### src/rtl/uart_tx_if.sv
// Request/line bundle between the byte source and the UART transmitter.
// The source (master) drives the request, and the transmitter (slave) drives the serial line and status.
interface uart_tx_if;
    logic       i_start;
    logic [0:7] i_uart_data;
    logic       o_tx;
    logic       o_busy;
    logic       o_done;

    modport master (output i_start, output i_uart_data, input o_tx, input o_busy, input o_done);
    modport slave  (input i_start, input i_uart_data, output o_tx, output o_busy, output o_done);
endinterface

### src/rtl/uart_tx.sv
// UART transmitter: start bit, 8 data bits (numeric LSB first), optional parity, and 1 or 2 stop bits.
// Requests that arrive while a frame is in flight are dropped. All outputs are registered.
module uart_tx #(
    parameter int unsigned CLKS_PER_BIT = 868,
    parameter int unsigned PARITY_EN    = 0,
    parameter int unsigned PARITY_ODD   = 0,
    parameter int unsigned STOP_BITS    = 1
) (
    input  logic     clk,
    input  logic     r_reset,
    uart_tx_if.slave bus
);

    localparam int unsigned        BAUD_W    = $clog2(CLKS_PER_BIT);
    localparam logic [BAUD_W-1:0]  BAUD_LAST = BAUD_W'(CLKS_PER_BIT - 1);
    localparam logic               STOP_LAST = (STOP_BITS == 2);

    typedef enum logic [2:0] {IDLE, START, DATA, PARITY, STOP} state_t;

    state_t            state_q;
    logic [BAUD_W-1:0] baud_q, baud_d;
    logic [2:0]        bit_q, bit_d;
    logic              stop_q;
    logic [0:7]        shift_q;
    logic              tx_q, busy_q, done_q;
    logic              baud_wrap, next_data, parity_bit;

    assign baud_d     = baud_q + BAUD_W'(1);
    assign bit_d      = bit_q + 3'd1;
    assign baud_wrap  = (baud_q == BAUD_LAST);
    // Index 7 holds the numeric LSB, so data bit k is found at index 7-k.
    assign next_data  = shift_q[3'd7 - bit_d];
    assign parity_bit = (^shift_q) ^ (PARITY_ODD != 0);

    // NOTE: every register is assigned with <= so that all state updates together on the edge.
    always_ff @(posedge clk) begin
        if (r_reset) begin
            state_q <= IDLE;
            baud_q  <= '0;
            bit_q   <= '0;
            stop_q  <= 1'b0;
            shift_q <= '0;
            tx_q    <= 1'b1;
            busy_q  <= 1'b0;
            done_q  <= 1'b0;
        end else begin
            done_q <= 1'b0;
            case (state_q)
                IDLE: begin
                    if (bus.i_start) begin
                        shift_q <= bus.i_uart_data;
                        baud_q  <= '0;
                        tx_q    <= 1'b0;
                        busy_q  <= 1'b1;
                        state_q <= START;
                    end
                end
                START: begin
                    if (baud_wrap) begin
                        baud_q  <= '0;
                        bit_q   <= '0;
                        tx_q    <= shift_q[7];
                        state_q <= DATA;
                    end else begin
                        baud_q <= baud_d;
                    end
                end
                DATA: begin
                    if (baud_wrap) begin
                        baud_q <= '0;
                        if (bit_q == 3'd7) begin
                            if (PARITY_EN != 0) begin
                                tx_q    <= parity_bit;
                                state_q <= PARITY;
                            end else begin
                                tx_q    <= 1'b1;
                                stop_q  <= 1'b0;
                                state_q <= STOP;
                            end
                        end else begin
                            bit_q <= bit_d;
                            tx_q  <= next_data;
                        end
                    end else begin
                        baud_q <= baud_d;
                    end
                end
                PARITY: begin
                    if (baud_wrap) begin
                        baud_q  <= '0;
                        tx_q    <= 1'b1;
                        stop_q  <= 1'b0;
                        state_q <= STOP;
                    end else begin
                        baud_q <= baud_d;
                    end
                end
                STOP: begin
                    if (baud_wrap) begin
                        baud_q <= '0;
                        if (stop_q == STOP_LAST) begin
                            stop_q  <= 1'b0;
                            busy_q  <= 1'b0;
                            done_q  <= 1'b1;
                            state_q <= IDLE;
                        end else begin
                            stop_q <= 1'b1;
                        end
                    end else begin
                        baud_q <= baud_d;
                    end
                end
                default: state_q <= IDLE;
            endcase
        end
    end

    assign bus.o_tx   = tx_q;
    assign bus.o_busy = busy_q;
    assign bus.o_done = done_q;

endmodule
### src/flat_wrapper.sv
// flat-port wrapper written by rule: the top's interface ports become plain ports
module uart_tx_flat 
#(
    parameter int unsigned CLKS_PER_BIT = 868,
    parameter int unsigned PARITY_EN    = 0,
    parameter int unsigned PARITY_ODD   = 0,
    parameter int unsigned STOP_BITS    = 1
)
  (clk, r_reset, bus_i_start, bus_i_uart_data, bus_o_tx, bus_o_busy, bus_o_done);
  uart_tx_if bus_i ();
  input  logic clk;
  input  logic r_reset;
  input wire logic [$bits(bus_i.i_start)-1:0] bus_i_start;
  input wire logic [$bits(bus_i.i_uart_data)-1:0] bus_i_uart_data;
  output wire logic [$bits(bus_i.o_tx)-1:0] bus_o_tx;
  output wire logic [$bits(bus_i.o_busy)-1:0] bus_o_busy;
  output wire logic [$bits(bus_i.o_done)-1:0] bus_o_done;
  assign bus_i.i_start = bus_i_start;
  assign bus_i.i_uart_data = bus_i_uart_data;
  assign bus_o_tx = bus_i.o_tx;
  assign bus_o_busy = bus_i.o_busy;
  assign bus_o_done = bus_i.o_done;
  uart_tx #(.CLKS_PER_BIT(CLKS_PER_BIT), .PARITY_EN(PARITY_EN), .PARITY_ODD(PARITY_ODD), .STOP_BITS(STOP_BITS)) u_core (.clk(clk), .r_reset(r_reset), .bus(bus_i));
endmodule
### config.mk
export PLATFORM = sky130hd
export DESIGN_NAME = uart_tx_flat
export DESIGN_NICKNAME = d
export VERILOG_FILES = /design/src/rtl/uart_tx_if.sv /design/src/rtl/uart_tx.sv /design/src/flat_wrapper.sv
export SDC_FILE = /design/constraint.sdc
export NUM_CORES = 1
export LEC_CHECK = 0
export ABC_AREA = 1
export BUFFER_PORTS_ARGS = -buffer_cell sky130_fd_sc_hd__buf_4
export CORE_MARGIN = 2
export CORE_UTILIZATION = 25
export CTS_CLUSTER_SIZE = 8
export DETAILED_ROUTE_END_ITERATION = 6
export MAX_ROUTING_LAYER = met4
export SYNTH_ARGS = -nofsm -noshare
export SYNTH_HDL_FRONTEND = slang
export SYNTH_SLANG_ARGS = --single-unit
### constraint.sdc
create_clock -name clk -period 1.5 [get_ports clk]
set_input_delay 0.15 -clock clk [delete_from_list [all_inputs] [get_ports clk]]
set_output_delay 0.15 -clock clk [all_outputs]
set_load 0.02 [all_outputs]
# After elaboration in Yosys (flattened, before gate mapping)
# Index checks and enable logic that the tools add are counted.
[classes]
add_sub_neg = 3
magnitude_cmp = 1
eq_ne = 14
mux = 35
bitwise_logic = 3
reduce_logical = 15
[op_table]
columns = ["op", "count"]
rows = [
  ["2-to-1 mux 3 bit", 10],
  ["2-to-1 mux 10 bit", 2],
  ["case mux 10 bit (2 select lines)", 1],
  ["2-to-1 mux 1 bit", 16],
  ["case mux 3 bit (5 select lines)", 1],
  ["adder 10 x 1 -> 10 bit, second input constant", 1],
  ["== test 10 bit, second input constant", 1],
  ["!= test 2 x 1 -> 1 bit, second input constant", 5],
  ["AND reduction 5 bit", 2],
  ["AND reduction 4 bit", 2],
  ["AND reduction 7 bit", 1],
  ["== test 3 x 2 -> 1 bit, second input constant", 2],
  ["== test 3 bit, second input constant", 2],
  ["!= test 2 bit, second input constant", 3],
  ["case mux 3 bit (2 select lines)", 1],
  ["nonzero test 2 bit", 3],
  [">= comparator 4 bit, second input constant", 1],
  ["inverter 3 -> 4 bit", 1],
  ["case mux 1 bit (4 select lines)", 1],
  ["AND reduction 2 bit", 2],
  ["nonzero test 4 bit", 1],
  ["OR reduction 4 bit", 1],
  ["adder 3 x 1 -> 3 bit, second input constant", 1],
  ["binary-select mux 1 bit (select 3 bit)", 1],
  ["8 further kinds", 9],
]
[totals]
regBits = 28
in_bits = 11
word_cells = 79

# Longest topological paths before layout
# Gate-level depths: netlist of the first run.
[logic_depth]
ltp_word = 9
mapped_depth = 11
ltp_nobuf = 11

# Least setup slack after synthesis of the first run
# OpenSTA, ideal clock, no wires.
[synth_timing]
path_type = "reg-to-reg"
startpoint = "register u_core.baud_q[0]"
endpoint = "register u_core.baud_q[7]"
setup_time_ps = 115
arrival_time_ps = 1192
path_slack_ps = 193
stages_incl_launch_ff = 11
cell_sequence = "dfxtp_1 -> ha_1 -> nand2_1 -> nor2_1 -> nand3_2 -> nand2_8 -> inv_4 -> nand2_1 -> nand2_1 -> inv_1 -> nor2_1"
[synth_between]
elab_chain_cells = 3
word_cells_on_any_way = 4
cone_classes = "1 x add/sub; 1 x eq/ne; 2 x mux"
[synth_lines]
columns = ["item", "line_no", "rtl"]
rows = [
  ["start, declared", "uart_tx.sv:21", "logic [BAUD_W-1:0] baud_q, baud_d;"],
  ["start signal, assigned", "uart_tx.sv:65", "baud_q <= baud_d;"],
  ["start signal, assigned", "uart_tx.sv:85", "baud_q <= baud_d;"],
  ["start signal, assigned", "uart_tx.sv:95", "baud_q <= baud_d;"],
  ["adder 10 x 1 -> 10 bit / == test 10 bit (equally long branches)", "uart_tx.sv:28, uart_tx.sv:30", ""],
  ["2-to-1 mux 10 bit *", "-", ""],
  ["case mux 10 bit (2 select lines) *", "uart_tx.sv:48", "case (state_q)"],
]
# Every way passes the cells marked *; elsewhere a longest branch is shown, timed or not.
# A chain may end at the register's enable or synchronous reset.

# Worst setup path in the final report of the first run
[layout_timing]
startpoint = "register u_core.baud_q[0]"
endpoint = "register u_core.bit_q[1]"
[layout_between]
elab_chain_cells = 3
word_cells_on_any_way = 4
cone_classes = "3 x eq/ne; 1 x reduce/logical"
[layout_lines]
columns = ["item", "line_no", "rtl"]
rows = [
  ["== test 10 bit *", "uart_tx.sv:30", "assign baud_wrap = (baud_q == BAUD_LAST);"],
  ["!= test 2 x 1 -> 1 bit (no source line)", "-", ""],
  ["AND reduction 4 bit (no source line) *", "-", ""],
  ["end signal, assigned", "uart_tx.sv:81", "bit_q <= bit_d;"],
  ["end, declared", "uart_tx.sv:22", "logic [2:0] bit_q, bit_d;"],
]
# Marks and branches as above.

==> out/metrics.yaml, run 1 <==
status: "finished clean"
comb_power_share: 0.463
yosysSeqAreaShare: 0.3564
grt-ovfl-total: 0
firstDrtPassIters: 4
syn_nets: 239
die_y_um: 81.89
cpPeakStageDelay_ns: 0.38
criticalPathCategory: "reg -> reg"
fmax_mhz: 728.7
crit_chain: "ha_1 -> nand2_1 -> nor2_2 -> inv_1 -> nor2_2 -> nand2_2 -> o21ai_0 -> nor2_1"
drv_slew: 0
clk_pin_slew_ns: 0.10
cts_max_path_buffers: 2
syn_inst: 225
hold_violations: 0
gp_congestion: 0.8392
cts_root_buffer: "clkbuf_8"
synth.distinct_cells: 24
switchingPower_mw: 1.084
pwr-share-clk: 0.167
vias: 1413
fin_crit_ns: 1.372
antenna_found_initial: 0
die_area_um2: 6705
ir_worst_vdd_mv: 0.4325
power_density_nw_per_um2: 1419
finalSetupTns_ns: 0
netlist_area_um2: 1516
clock_latency_ns: 0.28
cp.arrival_ns: 1.55
cts_inserted_buffers: 3
cp.required_ns: 1.68
fin_total_pwr_mw: 2.543
dp_hpwl_um: 2545
fin_skew_ns: 0.006506
busiest_layer: "met2"
vias_per_cell: 4.443
grt_util_met2: 0.1821
area_growth_syn_to_layout_pct: 18.23
wl_um: 3322
diodes: 0
critical_path.endpoint_type: "flip-flop"
drc: 0
fin_area_um2: 1793
drv_cap: 0
layout.nets: 258
post-route-period-util: 0.9149
ctsHoldBuffers: 0
grt_pass1_wl_um: 5823
dieWidth_um: 81.89
cts_resized: 0
avgSynthCellArea_um2: 6.740
antenna_left: 0
synth_seq_cells: 27
seq_power_share: 0.369
io_buffer_count: 13
clock_sinks: 27
cts_tree: "yes"
intPower_mw: 1.459
final_core_utilization: 0.3046
ios: 14
grt_max_degree: 16
max-slew-margin-rel: 0.6862
p_sw_frac: 0.4263
cts-htree-levels: 1
start_util: 0.2577
yosys_warnings: 0
core_um2: 5886
placed_area_um2: 1727
hold_class: "in -> reg"
grt.total_usage: 0.1121
post_cts_buffers: 0
finalSetupViolCount: 0
cp_num_buf_inv: 1
wire_per_inst_um: 10.45
worst_pin_slew_ns: 0.4702
grt_pass1_vias: 1361
start_kind: "flip-flop"
rsz0062_at_grt: "true"
drt_iter0_drc: 63
drive_above_1_share: 0.2058
rows: 28
cp_max_fo: 4
use_met3: 0.009890
crit_family: "simple AND/OR/NAND/NOR gates"
worst_path_max_delay_cell: "dfxtp_1"
cp_common_cell: "nor2_2"
met1_usage: 0.1426
leakagePower_nw: 0.7476
[registers in the layout, indices dropped and copies added, names as in the netlist]
signal	count
u_core.baud_q	10
u_core.bit_q	3
u_core.bus.o_busy	1
u_core.bus.o_done	1
u_core.bus.o_tx	1
u_core.shift_q	8
u_core.state_q	3
[Yosys cell counts (all sizes together)]
| master | instances | area, um2 |
|---|---|---|
| clkinv | 1 | 3.750 |
| buf | 1 | 7.510 |
| o31ai | 1 | 7.510 |
| inv | 32 | 125.1 |
| o21ai | 15 | 75.07 |
| nand2 | 60 | 296.5 |
| dfxtp | 27 | 540.5 |
| nor2 | 29 | 121.4 |
| o21bai | 1 | 7.510 |
| nand3b | 2 | 15.01 |
| ha | 3 | 37.54 |
| nand4 | 6 | 37.54 |
| nand3 | 19 | 105.1 |
| clkbuf | 3 | 11.26 |
| a21oi | 25 | 125.1 |
[layer usage]
layer / share of wire / wire (um)
met5: 0 / 0
met1: 0.51 / 1681
met2: 0.44 / 1477
met4: 0.024 / 80
met3: 0.025 / 82
[cell usage in the layout, fill, tap and decap left out, drive strengths merged]
cell	synthesis	routed
o21bai	1	1
buf	1	18
clkbuf	3	3
nand4	6	6
nor2	29	29
o21ai	15	15
nand3	19	19
inv	32	32
nand3b	2	2
clkinv	1	2
ha	3	3
o31ai	1	1
a21oi	25	25
nand2	60	60
dfxtp	27	27
[logic make-up (layout without fill, tap and decap cells)]
family	Yosys count	after routing	share of synthesized area
AOI/OAI and AO/OA	42	42	0.1419
adders and majority gates	3	3	0.02476
buffers and inverters	37	55	0.09736
DFF	27	27	0.3564
and+or+nand+nor	116	116	0.3795
[area by class of cell]
cell class,count,area [um2]
inverters,33,128.9
well taps,75,93.84
multi-input cells,161,848.3
repair buffers,18,135.1
clock buffers,3,41.29
clock inverters,1,5.005
fillers,656,4093
flip-flops and latches,27,540.5
[stage by stage]
step           setup slack [ns]  instances  hold WS, ns
2_1_floorplan            0.1930        225       0.2191
3_3_place_gp             0.1483        314       0.4137
3_5_place_dp            0.06157        314       0.4187
4_1_cts                 0.04135        318       0.1290
5_1_grt               -0.005316        318       0.1571
6_report                 0.1277        318       0.1335
[power groups by stage]
stage | Sequential [mW] | Combinational (mW) | Clock [mW]
6_report | 0.939 | 1.18 | 0.426
5_1_grt | 0.956 | 1.33 | 0.461
4_1_cts | 0.941 | 1.19 | 0.442
3_5_place_dp | 0.956 | 1.18 | 0
3_3_place_gp | 0.953 | 1.17 | 0
2_1_floorplan | 0.959 | 0.880 | 0
[worst paths after layout]
kind | from | end | slack [ns] | cells past startpoint
worst min register to register | u_core.shift_q[6] | u_core.shift_q[6] | 0.46 | 2
worst min-delay path | bus_i_uart_data[3] | u_core.shift_q[4] | 0.13 | 3
worst max-delay path | u_core.baud_q[0] | u_core.bit_q[1] | 0.13 | 8
worst max register to register | u_core.baud_q[0] | u_core.bit_q[1] | 0.13 | 8
[worst min-delay path: stages]
cell	delay (ns)
buf_4	0.08
o21ai_1	0.05
a21oi_1	0.10
(Power assumes the default switching activity.)
==> run 2: changes to the inputs <==
Settings changed: ABC_AREA 1 to unset.
==> out/metrics.yaml, run 2 <==
status: "complete, but fails checks"
violations: "setup timing"
yosys-top-cells-count: "dfxtp_1, nand2_1, a21oi_1, mux2i_1"
reg_top3: "u_core.baud_q: 10 flops, u_core.shift_q: 8 flops"
diodes: 0  # unchanged
ir_worst_vdd_mv: 0.3258  # -25%
final-seq-area_um2: 559.3  # +3.5%
drc: 0  # unchanged
grt_util_met2: 0.1735  # -0.008662
gp_congestion: 0.7910  # -5.7%
layout_commonest_cell: "buf_4"
die_y_um: 76.60  # -6.5%
use_met3: 0.01066  # +0.0007734
clock_latency_ns: 0.28  # about the same
fmax_mhz: 564.7  # -23%
synthTopCellsByArea: "dfxtp_1, a21oi_1, nand2_1"
r2r_cells: 4  # -4
synth_seq_cells: 27  # unchanged
yosys_most_used_dff: "dfxtp_1"
antenna_left: 0  # unchanged
clock_sinks: 27  # unchanged
start_util: 0.2580  # +0.0003089
area_growth_syn_to_layout_pct: 50.05
busiest_layer: "met2"
avgSynthCellArea_um2: 8.611  # +28%
max-slew-margin-rel: 0.8053  # +0.1191
cts-htree-levels: 1  # unchanged
start_kind: "flip-flop"
netlist_area_um2: 1318  # -13%
synth_top_cell_area_share: 0.4103  # +0.05382
vias_per_cell: 4.626  # +4.1%
syn_inst: 153  # -32%
synth-async-reset-ratio: 0  # unchanged
yosys_warnings: 0  # unchanged
rows: 26  # -7.1%
rsz0062_at_grt: "true"
detailedPlace.worstSlack_ns: -0.3008  # -0.3624 ns
firstDrtPassIters: 4  # unchanged
synth-edff-count: 0  # unchanged
yosys.area.top_type: "dfxtp_1"
leakagePower_nw: 0.6758  # -9.6%
dieWidth_um: 76.60  # -6.5%
criticalPathCategory: "reg -> reg"
wl_um: 3212  # -3.3%
multi_input_area_um2: 917.1  # +8.1%
clk_pin_slew_ns: 0.09  # about the same
grt_pass1_vias: 1206  # -11%
drv_cap: 0  # unchanged
vias: 1226  # -13%
fillers: 527  # -20%
synth_most_common_cell: "dfxtp_1"
cts_root_buffer: "clkbuf_8"
finalSetupViolCount: 11  # +11
reg2reg_setup_slack_ns: -0.27  # -0.40 ns
cpPeakStageDelay_ns: 0.43  # +0.05 ns
met1_usage: 0.1528  # +0.01027
cp.required_ns: 1.71  # +0.03 ns
hold-path-cell-count: 3  # unchanged
grt_pass1_wl_um: 5382  # -7.6%
layout.nets: 210  # -19%
r2r_end: "u_core.state_q[2]"
layout_common_cells: "buf_4, nand2_1, dfxtp_1"
grt.total_usage: 0.1149  # +0.002878
yosysSeqAreaShare: 0.4103  # +0.05382
cp.arrival_ns: 1.98  # +0.43 ns
core_um2: 5107  # -13%
ios: 14  # unchanged
grt-ovfl-total: 0  # unchanged
setup_ws_ns: -0.2708  # -0.3985 ns
die_area_um2: 5867  # -13%
cp_max_fo: 6  # +2
critical_path.endpoint_type: "flip-flop"
cts_inserted_buffers: 3  # unchanged
cts_tree: "yes"
crit_family: "simple AND/OR/NAND/NOR gates"
fin_skew_ns: 0.005589  # -0.0009173 ns
drv_slew: 0  # unchanged
drt_iter0_drc: 64  # +1.6%
r2r-start: "u_core.baud_q[3]"
regMostFlops: "u_core.baud_q"
hold_class: "in -> reg"
largest_reg_flops: 10  # unchanged
hold_violations: 0  # unchanged
antenna_found_initial: 0  # unchanged
worst_path_max_delay_cell: "or3_4"
min_from: "bus_i_uart_data[1]"
io_buffer_count: 13  # unchanged
cp_num_buf_inv: 0  # -1
min_to: "u_core.shift_q[6]"
syn_nets: 167  # -30%
dp_hpwl_um: 2221  # -13%
crit_chain: "or3b_1 -> or3_4 -> or4_4 -> a21oi_2"
drive_above_1_share: 0.4564  # +0.2506
wire_per_inst_um: 12.12  # +16%
cts_max_path_buffers: 2  # unchanged
post-route-period-util: 1.181  # +0.2656
fin_crit_ns: 1.771  # +0.3985 ns
grt_max_degree: 22  # +6
hold_slack_ns: 0.1136  # -0.01991 ns
power_density_nw_per_um2: 697.2  # -51%
worst_pin_slew_ns: 0.2910  # -0.1792 ns
synth.distinct_cells: 35  # +46%
[run 2: changes by cell type after synthesis, moves of 7 or more]
cell / delta
nand2_2: -7
nor2_1: -20
mux2i_1: +7
nand2_1: -22
nand3_1: -13
inv_1: -24
[run 2: through the flow]
stage	TNS (ns)	instances	area, um2	power (mW)	utilization
detailed placement	-3.596	257	1749	0.9438	0.3425
global route	-2.328	265	1977	1.455	0.3871
finish	-1.327	265	1977	1.378	0.3871
global placement	-3.341	257	1749	0.9417	0.3425
floorplan	-1.526	153	1389	0.8669	-
CTS	-2.030	264	1906	1.385	0.3731
[run 2: report_power, final]
group | switching, mW | total [mW] | internal, mW
sequential | 0.0188 | 0.757 | 0.739
clock | 0.230 | 0.421 | 0.191
combinational | 0.0997 | 0.200 | 0.0998
[run 2: cell families after synthesis]
kind of cell	Yosys count	share of synthesized area
mux	8	0.07028
xor+xnor	4	0.02659
fa+ha+maj	3	0.02849
simple gates	67	0.2783
flops	27	0.4103
buf+inv	10	0.03133
compound gates	34	0.1548
[run 2: worst reg2reg max path: stages, from the launching register on]
cell	delay, ns
dfxtp_2	0.33
or3b_1	0.39
or3_4	0.43
or4_4	0.43
a21oi_2	0.14
[run 2: timing repair]
action / in CTS / in global routing
hold buffers: 0 / 0
resized for setup: 24 / 17
buffers inserted: 4 / 1
pin swaps: 20 / 13
cloned: 1 / 0
setup endpoints to repair: 19 / 27
[run 2: routing by layer]
layer / routed length (um) / part of all wire
met1: 1589 / 0.49
met2: 1462 / 0.46
met3: 88 / 0.027
met4: 72 / 0.022
met5: 0 / 0
[run 2: final cells by class]
class,instances,area share
sequential,27,0.2829
clock buffer,4,0.02278
timing repair buffer,46,0.1842
tap,70,0.04430
multi-input combinational,117,0.4639
inverter,1,0.001899
[run 2: worst max path at each step]
| stage | from | endpoint | slack [ns] | cells past startpoint |
|---|---|---|---|---|
| 2_1_floorplan | u_core.bit_q[1] | u_core.bus.o_tx | -0.24 | 6 |
| 3_3_place_gp | u_core.bit_q[1] | u_core.bus.o_tx | -0.26 | 5 |
| 3_5_place_dp | u_core.bit_q[1] | u_core.bus.o_tx | -0.30 | 5 |
| 4_1_cts | u_core.bit_q[1] | u_core.bus.o_tx | -0.25 | 5 |
| 5_1_grt | u_core.bit_q[1] | u_core.bus.o_tx | -0.30 | 5 |
| 6_report | u_core.baud_q[3] | u_core.state_q[2] | -0.27 | 4 |
==> run 3: changes to the inputs <==
Settings changed: SKIP_CTS_REPAIR_TIMING set to 1, SKIP_LAST_GASP set to 1.
==> out/metrics.yaml, run 3 (synthesis results as in run 2) <==
status: "complete, but fails checks"
violations: "setup timing"
gp_congestion: 0.7910  # unchanged
diodes: 0  # unchanged
layout.nets: 214  # +1.9%
leakagePower_nw: 0.6992  # +3.5%
core_um2: 5107  # unchanged
die_area_um2: 5867  # unchanged
crit_start: "u_core.baud_q[3]"
fin_area_um2: 1982  # +0.25%
cts_tree: "yes"
drv_slew: 0  # unchanged
critical_path.endpoint_type: "flip-flop"
drive_above_1_share: 0.4322  # -0.02425
max-slew-margin-rel: 0.7863  # -0.01894
cp.required_ns: 1.71  # about the same
vias_per_cell: 4.599  # -0.60%
final_core_utilization: 0.3880  # +0.0009800
criticalPathCategory: "reg -> reg"
ios: 14  # unchanged
area_growth_syn_to_layout_pct: 50.43
cp_max_fo: 6  # unchanged
grt_pass1_vias: 1183  # -1.9%
cts_inserted_buffers: 3  # unchanged
ir_worst_vdd_mv: 0.3268  # +0.33%
rsz0062_at_grt: "true"
cts_root_buffer: "clkbuf_8"
start_kind: "flip-flop"
cp.arrival_ns: 2.00  # +0.02 ns
power_density_nw_per_um2: 692.0  # -0.74%
dp_hpwl_um: 2221  # unchanged
cts-htree-levels: 1  # unchanged
rows: 26  # unchanged
reg_top3: "u_core.baud_q: 10 flops, u_core.shift_q: 8 flops"
antenna_left: 0  # unchanged
worst_pin_slew_ns: 0.3199  # +0.02883 ns
drc: 0  # unchanged
fin_crit_ns: 1.790  # +0.01936 ns
largest_reg_flops: 10  # unchanged
cts_max_path_buffers: 2  # unchanged
die_y_um: 76.60  # unchanged
setup_ws_ns: -0.2901  # -0.01936 ns
vias: 1237  # +0.90%
wire_per_inst_um: 11.94  # -1.5%
placed_area_um2: 1749  # unchanged
cpPeakStageDelay_ns: 0.43  # about the same
hold_class: "in -> reg"
grt-ovfl-total: 0  # unchanged
crit_chain: "or3b_4 -> or3_4 -> or4_4 -> a21oi_2"
layout_commonest_cell: "buf_4"
drv_cap: 0  # unchanged
start_util: 0.2580  # unchanged
clk_pin_slew_ns: 0.09  # about the same
grt_max_degree: 21  # -4.5%
io_buffer_count: 13  # unchanged
firstDrtPassIters: 4  # unchanged
post-route-period-util: 1.193  # +0.01291
fmax_mhz: 558.6  # -1.1%
worst_path_max_delay_cell: "or4_4"
finalSetupViolCount: 17  # +6
drt_iter0_drc: 79  # +23%
detailedPlace.worstSlack_ns: -0.3008  # unchanged
wl_um: 3213  # about the same
hold_violations: 0  # unchanged
antenna_found_initial: 0  # unchanged
grt_pass1_wl_um: 5209  # -3.2%
clock_sinks: 27  # unchanged
grt.total_usage: 0.1116  # -0.003335
dieWidth_um: 76.60  # unchanged
layout_common_cells: "buf_4, nand2_1, dfxtp_1"
regMostFlops: "u_core.baud_q"
min_from: "bus_i_uart_data[1]"
fin_skew_ns: 0.004372  # -0.001217 ns
r2r-start: "u_core.baud_q[3]"
clock_latency_ns: 0.28  # about the same
## run 3: final cells by class
| cell class | count | area (um2) |
|---|---|---|
| tap | 70 | 87.58 |
| clock buffer | 4 | 45.04 |
| sequential | 27 | 555.5 |
| fill | 525 | 3126 |
| inverter | 1 | 3.754 |
| timing repair buffer | 51 | 427.9 |
| multi-input combinational | 116 | 862.1 |
## run 3: layer usage
metal,share of wire,global-route usage,wire length (um),up-vias
li1,-,-,-,644
met1,0.50,0.1463,1615,569
met2,0.46,0.1699,1462,19
met3,0.020,0.01066,63,5
met4,0.022,0.06000,71,0
met5,0,-,0,-
## run 3: path summary, 6_finish.rpt
kind | slack, ns | endpoint | cells past startpoint
worst min-delay path | 0.11 | u_core.shift_q[6] | 3
worst min register to register | 0.46 | u_core.shift_q[3] | 2
worst max-delay path | -0.29 | u_core.state_q[2] | 4
worst max register to register | -0.29 | u_core.state_q[2] | 4
## run 3: stage by stage
stage | power (mW) | hold slack (ns) | setup TNS, ns | instances
6_report | 1.371 | 0.1134 | -2.555 | 269
5_1_grt | 1.450 | 0.1041 | -3.665 | 269
4_1_cts | 1.373 | 0.1035 | -4.141 | 261
3_5_place_dp | 0.9438 | 0.4066 | -3.596 | 257
3_3_place_gp | 0.9417 | 0.4002 | -3.341 | 257
2_1_floorplan | 0.8669 | 0.2860 | -1.526 | 153
## run 3: critical path, delay by kind of cell, from the launching register on
kind,cells,cell delay (ns)
and+or+nand+nor,3,1.25
DFF,1,0.32
AOI/OAI and AO/OA,1,0.15
## run 3: where the power goes
part / internal [mW] / switching (mW) / total, mW
sequential: 0.739 / 0.0174 / 0.757
combinational: 0.101 / 0.0936 / 0.194
clock: 0.191 / 0.230 / 0.420
total: 1.03 / 0.341 / 1.37
